==> src/rtl/vram_fetch_arbiter_if.sv <==
// rtl/vram_fetch_arbiter_if.sv - display, writer and frame buffer signals of the VRAM fetch arbiter
interface vram_fetch_arbiter_if #(
  parameter int AW = 20
);
  logic          FRAME_START;
  logic          DISPLAY_EN;
  logic [7:0]    PIXEL_DATA;
  logic          UNDERFLOW;
  logic          WR_VALID;
  logic          WR_READY;
  logic [AW-1:0] WR_ADDR;
  logic [7:0]    WR_DATA;
  logic          MEM_EN;
  logic          MEM_WE;
  logic [AW-1:0] MEM_ADDR;
  logic [7:0]    MEM_WDATA;
  logic [7:0]    MEM_RDATA;

  // Arbiter side.
  modport master (
    input  FRAME_START, DISPLAY_EN, WR_VALID, WR_ADDR, WR_DATA, MEM_RDATA,
    output PIXEL_DATA, UNDERFLOW, WR_READY, MEM_EN, MEM_WE, MEM_ADDR, MEM_WDATA
  );

  // Timing block, writer and RAM side.
  modport slave (
    output FRAME_START, DISPLAY_EN, WR_VALID, WR_ADDR, WR_DATA, MEM_RDATA,
    input  PIXEL_DATA, UNDERFLOW, WR_READY, MEM_EN, MEM_WE, MEM_ADDR, MEM_WDATA
  );
endinterface

==> src/rtl/vram_fetch_arbiter.sv <==
// rtl/vram_fetch_arbiter.sv - frame buffer slot arbiter with raster prefetch FIFO for the display
module vram_fetch_arbiter #(
  parameter int H_PIX      = 1024,
  parameter int V_PIX      = 768,
  parameter int AW         = 20,
  parameter int FIFO_DEPTH = 16,
  parameter int LOW_WM     = 8
) (
  input  logic                  VGACLK,
  input  logic                  RST_N_IN,
  vram_fetch_arbiter_if.master  bus
);

  localparam int PW = $clog2(FIFO_DEPTH);
  localparam int CW = PW + 1;

  localparam logic [1:0] S_IDLE  = 2'd0;
  localparam logic [1:0] S_FETCH = 2'd1;
  localparam logic [1:0] S_DONE  = 2'd2;

  localparam logic [AW-1:0] LAST_ADDR  = AW'(H_PIX * V_PIX - 1);
  localparam logic [CW:0]   LOW_WM_L   = (CW+1)'(LOW_WM);
  localparam logic [CW:0]   DEPTH_L    = (CW+1)'(FIFO_DEPTH);

  logic [1:0]    state;
  logic [AW-1:0] fetch_addr;
  logic          rd_pending;
  logic [CW-1:0] count;
  logic [PW-1:0] wr_ptr;
  logic [PW-1:0] rd_ptr;
  logic          underflow;
  logic [7:0]    fifo_mem [FIFO_DEPTH];

  logic [CW:0]   level;
  logic          fetching;
  logic          urgent;
  logic          can_read;
  logic          rd_slot;
  logic          wr_slot;
  logic          push;
  logic          pop;

  // Slot arbitration: urgent display read, then writer, then opportunistic prefetch.
  always_comb begin
    level    = {1'b0, count} + (CW+1)'(rd_pending);
    fetching = (state == S_FETCH);
    urgent   = fetching && (level < LOW_WM_L);
    can_read = fetching && (level < DEPTH_L);
    rd_slot  = 1'b0;
    wr_slot  = 1'b0;
    if (bus.FRAME_START) begin
      // Restart cycle: no read, but a pending write is still served.
      wr_slot = bus.WR_VALID;
    end else if (urgent) begin
      rd_slot = 1'b1;
    end else if (bus.WR_VALID) begin
      wr_slot = 1'b1;
    end else if (can_read) begin
      rd_slot = 1'b1;
    end
  end

  // A returning read is only kept if no flush happened since it was issued.
  assign push = rd_pending && !bus.FRAME_START;
  assign pop  = bus.DISPLAY_EN && (count != '0);

  assign bus.WR_READY   = !(urgent && !bus.FRAME_START);
  assign bus.MEM_EN     = rd_slot || wr_slot;
  assign bus.MEM_WE     = wr_slot;
  assign bus.MEM_ADDR   = wr_slot ? bus.WR_ADDR : (rd_slot ? fetch_addr : '0);
  assign bus.MEM_WDATA  = bus.WR_DATA;
  assign bus.PIXEL_DATA = (count != '0) ? fifo_mem[rd_ptr] : 8'h00;
  assign bus.UNDERFLOW  = underflow;

  // Frame FSM, fetch address, FIFO pointers and sticky underflow flag.
  always_ff @(posedge VGACLK or negedge RST_N_IN) begin
    if (!RST_N_IN) begin
      state      <= S_IDLE;
      fetch_addr <= '0;
      rd_pending <= 1'b0;
      count      <= '0;
      wr_ptr     <= '0;
      rd_ptr     <= '0;
      underflow  <= 1'b0;
    end else begin
      if (bus.DISPLAY_EN && (count == '0)) begin
        underflow <= 1'b1;
      end
      if (bus.FRAME_START) begin
        state      <= S_FETCH;
        fetch_addr <= '0;
        rd_pending <= 1'b0;
        count      <= '0;
        wr_ptr     <= '0;
        rd_ptr     <= '0;
      end else begin
        rd_pending <= rd_slot;
        if (rd_slot) begin
          fetch_addr <= fetch_addr + 1'b1;
          if (fetch_addr == LAST_ADDR) begin
            state <= S_DONE;
          end
        end
        if (push) begin
          wr_ptr <= wr_ptr + 1'b1;
        end
        if (pop) begin
          rd_ptr <= rd_ptr + 1'b1;
        end
        count <= count + CW'(push) - CW'(pop);
      end
    end
  end

  // FIFO storage needs no reset; count gates every read of it.
  always_ff @(posedge VGACLK) begin
    if (push) begin
      fifo_mem[wr_ptr] <= bus.MEM_RDATA;
    end
  end

endmodule

==> src/flat_wrapper.sv <==
// flat-port wrapper written by rule: the top's interface ports become plain ports
module vram_fetch_arbiter_flat 
#(
  parameter int H_PIX      = 1024,
  parameter int V_PIX      = 768,
  parameter int AW         = 20,
  parameter int FIFO_DEPTH = 16,
  parameter int LOW_WM     = 8
)
  (VGACLK, RST_N_IN, bus_FRAME_START, bus_DISPLAY_EN, bus_WR_VALID, bus_WR_ADDR, bus_WR_DATA, bus_MEM_RDATA, bus_PIXEL_DATA, bus_UNDERFLOW, bus_WR_READY, bus_MEM_EN, bus_MEM_WE, bus_MEM_ADDR, bus_MEM_WDATA);
  vram_fetch_arbiter_if #(.AW(AW)) bus_i ();
  input  logic VGACLK;
  input  logic RST_N_IN;
  input wire logic [$bits(bus_i.FRAME_START)-1:0] bus_FRAME_START;
  input wire logic [$bits(bus_i.DISPLAY_EN)-1:0] bus_DISPLAY_EN;
  input wire logic [$bits(bus_i.WR_VALID)-1:0] bus_WR_VALID;
  input wire logic [$bits(bus_i.WR_ADDR)-1:0] bus_WR_ADDR;
  input wire logic [$bits(bus_i.WR_DATA)-1:0] bus_WR_DATA;
  input wire logic [$bits(bus_i.MEM_RDATA)-1:0] bus_MEM_RDATA;
  output wire logic [$bits(bus_i.PIXEL_DATA)-1:0] bus_PIXEL_DATA;
  output wire logic [$bits(bus_i.UNDERFLOW)-1:0] bus_UNDERFLOW;
  output wire logic [$bits(bus_i.WR_READY)-1:0] bus_WR_READY;
  output wire logic [$bits(bus_i.MEM_EN)-1:0] bus_MEM_EN;
  output wire logic [$bits(bus_i.MEM_WE)-1:0] bus_MEM_WE;
  output wire logic [$bits(bus_i.MEM_ADDR)-1:0] bus_MEM_ADDR;
  output wire logic [$bits(bus_i.MEM_WDATA)-1:0] bus_MEM_WDATA;
  assign bus_i.FRAME_START = bus_FRAME_START;
  assign bus_i.DISPLAY_EN = bus_DISPLAY_EN;
  assign bus_i.WR_VALID = bus_WR_VALID;
  assign bus_i.WR_ADDR = bus_WR_ADDR;
  assign bus_i.WR_DATA = bus_WR_DATA;
  assign bus_i.MEM_RDATA = bus_MEM_RDATA;
  assign bus_PIXEL_DATA = bus_i.PIXEL_DATA;
  assign bus_UNDERFLOW = bus_i.UNDERFLOW;
  assign bus_WR_READY = bus_i.WR_READY;
  assign bus_MEM_EN = bus_i.MEM_EN;
  assign bus_MEM_WE = bus_i.MEM_WE;
  assign bus_MEM_ADDR = bus_i.MEM_ADDR;
  assign bus_MEM_WDATA = bus_i.MEM_WDATA;
  vram_fetch_arbiter #(.H_PIX(H_PIX), .V_PIX(V_PIX), .AW(AW), .FIFO_DEPTH(FIFO_DEPTH), .LOW_WM(LOW_WM)) u_core (.VGACLK(VGACLK), .RST_N_IN(RST_N_IN), .bus(bus_i));
endmodule
==> config.mk <==
export PLATFORM = sky130hd
export DESIGN_NAME = vram_fetch_arbiter_flat
export DESIGN_NICKNAME = d
export VERILOG_FILES = /design/src/rtl/vram_fetch_arbiter_if.sv /design/src/rtl/vram_fetch_arbiter.sv /design/src/flat_wrapper.sv
export SDC_FILE = /design/constraint.sdc
export NUM_CORES = 1
export LEC_CHECK = 0
export CORE_MARGIN = 10
export CORE_UTILIZATION = 30
export DETAILED_ROUTE_END_ITERATION = 12
export SKIP_CTS_REPAIR_TIMING = 1
export SLEW_MARGIN = 20
export SYNTH_ARGS = -nofsm -noshare
export SYNTH_HDL_FRONTEND = slang
export SYNTH_SLANG_ARGS = --single-unit
==> constraint.sdc <==
create_clock -name VGACLK -period 4.1 [get_ports VGACLK]
set_input_delay 0.82 -clock VGACLK [delete_from_list [all_inputs] [get_ports VGACLK]]
set_output_delay 0.82 -clock VGACLK [all_outputs]
set_load 0.01 [all_outputs]
* Word level (Yosys, flattened, before mapping)
Memories as Yosys holds them, arrays and structs flattened.
Index checks and enable logic that the tools add are counted.
** Storage, ports and cells
- Register bits :: 37
- Latch bits :: 0
- Memory bits (writable) :: 128
- Memory bits (read-only) :: 0
- Bits of input ports :: 41
- Memories kept :: 1
** Memory list
- u_core.fifo_mem :: depth 16, bits a word 8, rd ports 1, clocked after Yosys merged registers in 0, wr ports 1, RTL line vram_fetch_arbiter.sv:32 : logic [7:0] fifo_mem [FIFO_DEPTH];
** Cells by class
- $add $sub $neg :: 6
- Multiply operators :: 0
- Divide/modulo/power cells :: 0
- Order comparisons :: 2
- Eq/ne operators :: 2
- Shifts and indexed selects :: 0
- Mux-type cells :: 23
- Bitwise gates (word level) :: 0
- Reduce and logical (&&, ||, !) cells :: 16
** Operators with widths (count)
- 20-bit two-way mux :: 4
- 20-bit by 1-bit adder with 20-bit output, second input constant :: 1
- 20-bit equality test, second input constant :: 1
- 4-bit two-way mux :: 4
- 1-bit two-way mux :: 10
- 4-bit by 1-bit adder with 4-bit output, second input constant :: 2
- 8-bit two-way mux :: 1
- 2-bit nonzero test :: 4
- 5-bit by 1-bit adder with 6-bit output :: 1
- 1-bit logical AND :: 6
- 6-bit by 4-bit less-than comparator with 1-bit output, second input constant :: 1
- 6-bit by 5-bit less-than comparator with 1-bit output, second input constant :: 1
- 2-bit two-way mux :: 3
- 5-bit by 1-bit adder with 5-bit output :: 1
- 5-bit zero test :: 1
- 5-bit two-way mux :: 1
- 5-bit nonzero test :: 1
- 5-bit by 1-bit subtractor with 5-bit output :: 1
- 2-bit by 1-bit equality test with 1-bit output, second input constant :: 1
- 1-bit zero test :: 2
- 2-bit AND reduction :: 1
- 1-bit logical OR :: 1

* Logic depth before layout (Yosys ltp)
- Depth after elaboration :: 9
- Depth in mapped cells :: 15
- Depth with buffers taken out :: 14

* Least setup slack after synthesis
Ideal clock, no wire load.
- Path kind :: reg2reg
- Start :: reg u_core.count[3]
- End :: reg u_core.count[4]
- Arrival :: 2.775 ns
- Data required time :: 4.022 ns
- Slack :: 1.247 ns
- Cell stages (with the launch flop) :: 16
- Cell sequence :: dfrtp_1 -> inv_1 -> ha_1 -> nor4b_2 -> nor2b_1 -> clkbuf_1 -> ha_1 -> inv_1 -> ha_1 -> inv_1 -> fa_1 -> inv_1 -> a21oi_1 -> nor2_1 -> or3_1 -> a21oi_1
** On the way
- Word-level cells in the longest chain between the ends :: 4
- Elaborated cells on any way between the ends :: 5
- Those cells by class :: add/sub: 2; mux: 1; reduce/logical: 2
** RTL lines
- start, declared :: RTL line vram_fetch_arbiter.sv:28 : logic [CW-1:0] count;
- start signal, assigned :: RTL line vram_fetch_arbiter.sv:110 : count <= count + CW'(push) - CW'(pop);
- parallel branches: the longest is 2 deep, another holds 5-bit by 1-bit adder with 5-bit output
- 5-bit by 1-bit subtractor with 5-bit output (*) :: RTL line vram_fetch_arbiter.sv:110
- 5-bit two-way mux (*) :: RTL line vram_fetch_arbiter.sv:89 : if (bus.FRAME_START) begin
Mark *: on every way between the ends.
A chain may end at the register's enable or synchronous reset.

* Final worst setup path
- Start :: reg u_core.count[1]
- End :: out bus_MEM_ADDR[15]
** On the way
- Word-level cells in the longest chain between the ends :: 9
- Elaborated cells on any way between the ends :: 13
- Those cells by class :: add/sub: 1; order compare: 2; mux: 8; reduce/logical: 2
** RTL lines
- 5-bit by 1-bit adder with 6-bit output (*) :: RTL line vram_fetch_arbiter.sv:45 : level = {1'b0, count} + (CW+1)'(rd_pending);
- 6-bit by 5-bit less-than comparator with 1-bit output :: RTL line vram_fetch_arbiter.sv:48 : can_read = fetching && (level < DEPTH_L);
- 1-bit logical AND :: RTL line vram_fetch_arbiter.sv:48
- 1-bit two-way mux :: RTL line vram_fetch_arbiter.sv:58 : end else if (can_read) begin
- 1-bit two-way mux :: RTL line vram_fetch_arbiter.sv:56 : end else if (bus.WR_VALID) begin
- 1-bit two-way mux :: RTL line vram_fetch_arbiter.sv:54 : end else if (urgent) begin
- 1-bit two-way mux :: RTL line vram_fetch_arbiter.sv:51 : if (bus.FRAME_START) begin
- 20-bit two-way mux :: RTL line vram_fetch_arbiter.sv:70 : assign bus.MEM_ADDR = wr_slot ? bus.WR_ADDR : (rd_slot ? fetch_addr : '0);
- 20-bit two-way mux (*) :: RTL line vram_fetch_arbiter.sv:70
- end, declared :: RTL line flat_wrapper.sv:25 : output wire logic [$bits(bus_i.MEM_ADDR)-1:0] bus_MEM_ADDR;
Every way passes the cells marked *; elsewhere a longest branch is shown, timed or not.

==> impl_results.md <==
* Static Leak at 3.062 nW
* CORE AREA at 0.02411 mm2
* Core Util, Final at 37.02%
* Port buffer count at 64
* Worst skew pair latency at 0.42 ns
* Avg WL per Cell at 18.11 um
* CTS Buf Count at 17
* Setup_tns at 0 ns
* H-tree levels at 4
* Syn Area/Cell at 15.35 um2
* First-pass GRT wire length at 25.54 mm
* Most common cell after layout, fill and taps aside: edfxtp_1
* Post-Syn Instances at 476
* Clk buf depth at 2
* Main synth FF type: edfxtp_1
* Fin. Hold Viols at 0
* DP Area at 0.008264 mm2
* Detailed-placement wirelength estimate at 10.70 mm
* Fin crit share at 92.68%
* First drt pass iteration count at 4
* Crit-path cells: ha_1 -> nand4_1 -> nand2_1 -> nor3_1 -> a21boi_1 -> buf_4 -> a22o_1 -> clkdlybuf4s50_1
* Post-route ant nets at 0
* Chip Height at 176.1 um
* Starting Density at 30.31%
* Synth Warn # at 0
* Final hold slack at 0.4640 ns
* Fin. max-slew vios at 0
* Met2 GRT Util at 17.50%
* FFs w/ async S/R, synth at 22.42%
* Post-Place Worst Slack at 0.6023 ns
* Max-cap viol count at 0
* Critical Path AT at 2.98 ns
* Status: finished, final reports clean
* Top Ports at 81
* Biggest area consumer among synthesized cells: edfxtp_1
* Most frequent cells in the layout: 128 x edfxtp_1, 63 x clkdlybuf4s50_1, 36 x dfrtp_1
* Final setup margin at 0.3001 ns
* Post-route cell area at 0.008924 mm2
* Routed WL at 15.76 mm
* Total power draw at 4.937 mW
* Clock Skew at 0.01147 ns
* Top post-synthesis cells by area: edfxtp_1 53%, dfrtp_1 13%, mux4_2 9.9%
* Die W at 176.1 um
* Grt total ovfl at 0
* ANT cells at 0
* Unique masters post-synth at 41
* Busiest grt layer: met2
* Crit Path Category: register to primary output
* Syn nets at 533
* Worst-Margin Slew at 0.8515 ns
* Via count at 4184
* Via density at 4.809
* Met1 usage at 13.00%
* Cell Area, Synth at 0.007306 mm2
* Number of synthesized flops with an enable pin at 128
* CP peak stage delay at 0.49 ns
* Largest net degree at the start of global routing at 39
* Fmax achieved at 263.2 MHz
* CP Max Fanout at 21
* Synthesized flop and latch total at 165
* Critical Path RT at 3.28 ns
* Sequential share of the synthesized area at 65.29%
* DRT iter0 DRCs at 304
* DRC Markers at 0
* Crit start category: register
* Area grow syn2layout at 22.14%
* Post-route minimum period at 3.800 ns
* Clock Sinks at 165
* Final setup viols at 0
* Number of global-route vias before repair at 4426
* CTS tree: yes
* Fillers at 2313
* Share of post-route cells with drive strength above 1 at 15.20%
* Post-route insts no fill at 870
* Crit path max-delay family: simple AND/OR/NAND/NOR gates
* DIE AREA at 0.03099 mm2
* Placer Congestion at 0.7893
* Crit. End Element: primary output
* Worst slew margin at 43.24%
* Slowest-stage cell, CP: clkdlybuf4s50_1
* Gr usage total at 10.60%
* Initial antenna violation count at 1
* Post-synth top area share at 52.61%
* Clk root buf: clkbuf_16
* CP Buf/Inv Count at 2
* Max VDD drop at 0.0002762 V
* Hold crit path type: register to register
* Cells after DPL at 838
* Pwr Density at 553.2 mW/mm2
* RSZ-0062 raised after global routing: no
* Cell Rows at 57
* Worst-path clk slew at 0.07 ns
* Met3 Use GR at 3.375%
* Layout Nets at 590
[cell type report]
| class | count | area [um2] | area share (%) |
|---|---|---|---|
| repair buffers | 75 | 730.7 | 8.188 |
| multi-input cells | 262 | 2312 | 25.91 |
| clock inverters | 15 | 234.0 | 2.622 |
| clock buffers | 17 | 425.4 | 4.767 |
| flip-flops and latches | 165 | 4771 | 53.46 |
| inverters | 12 | 45.04 | 0.5048 |
| well taps | 324 | 405.4 | 4.543 |
[where the power goes]
part | internal, mW | switching, mW | total (mW)
clock | 1.05 | 0.706 | 1.76
combinational | 0.629 | 0.563 | 1.19
sequential | 1.87 | 0.116 | 1.99
total | 3.55 | 1.39 | 4.94
[final timing paths]
kind,start,end,slack [ns],cells past startpoint
setup / recovery,u_core.count[1],bus_MEM_ADDR[15],0.30,8
hold / removal,u_core.bus.UNDERFLOW,u_core.bus.UNDERFLOW,0.46,1
setup reg to reg,u_core.count[3],u_core.count[4],1.07,15
hold reg to reg,u_core.bus.UNDERFLOW,u_core.bus.UNDERFLOW,0.46,1
max in group asynchronous,RST_N_IN,u_core.rd_ptr[0],3.01,1
min in group asynchronous,RST_N_IN,u_core.fetch_addr[15],0.51,1
[logic make-up after synthesis]
| logic type | Yosys count | synth area share [%] |
|---|---|---|
| compound gates | 71 | 6.714 |
| xor+xnor | 20 | 2.398 |
| fa+ha+maj | 16 | 2.843 |
| buf+inv | 49 | 3.151 |
| flops | 165 | 65.29 |
| mux | 36 | 10.41 |
| simple gates | 119 | 9.197 |
[flip-flops by register name (all words and copies together), names as in the netlist]
signal,flops
u_core.rd_ptr,4
u_core.fifo_mem,128
u_core.wr_ptr,4
u_core.count,5
u_core.rd_pending,1
u_core.fetch_addr,20
u_core.state,2
u_core.bus.UNDERFLOW,1
[worst register-to-register path, stage by stage (launching register included)]
cell and delay, ns:
dfrtp_1 0.46, inv_1 0.12, ha_1 0.19, nor4b_2 0.15, buf_4 0.19, nor2b_1 0.38
ha_1 0.31, inv_1 0.05, ha_1 0.16, inv_1 0.05, fa_1 0.39, inv_1 0.07
a21oi_1 0.06, nor2_1 0.11, o21ai_0 0.10, a21oi_1 0.16
[metal layers]
metal	share of wire [%]	up-vias	wire length (um)
met4	0.39	2	62
met5	0.082	-	13
met3	6.8	6	1072
met2	50	127	7861
li1	-	1953	-
met1	43	2096	6750
[cells in the mapped netlist, types with 2 or more instances]
cell type / count
nand2b_1: 3
a22oi_1: 16
inv_1: 12
buf_1: 5
and2_1: 21
dfrtp_1: 37
a31o_2: 2
mux2i_1: 4
buf_2: 7
edfxtp_1: 128
and3_1: 4
nor2_1: 27
and4_1: 3
xnor2_1: 14
clkbuf_1: 16
nand4_1: 10
a22o_1: 20
a21oi_1: 21
a21o_1: 3
mux4_2: 32
xor2_1: 6
ha_1: 15
or3_1: 8
nor2b_1: 6
nor4_1: 11
o21ai_0: 7
nand2_1: 9
buf_4: 8
nand3_1: 9
(Power assumes the default switching activity.)
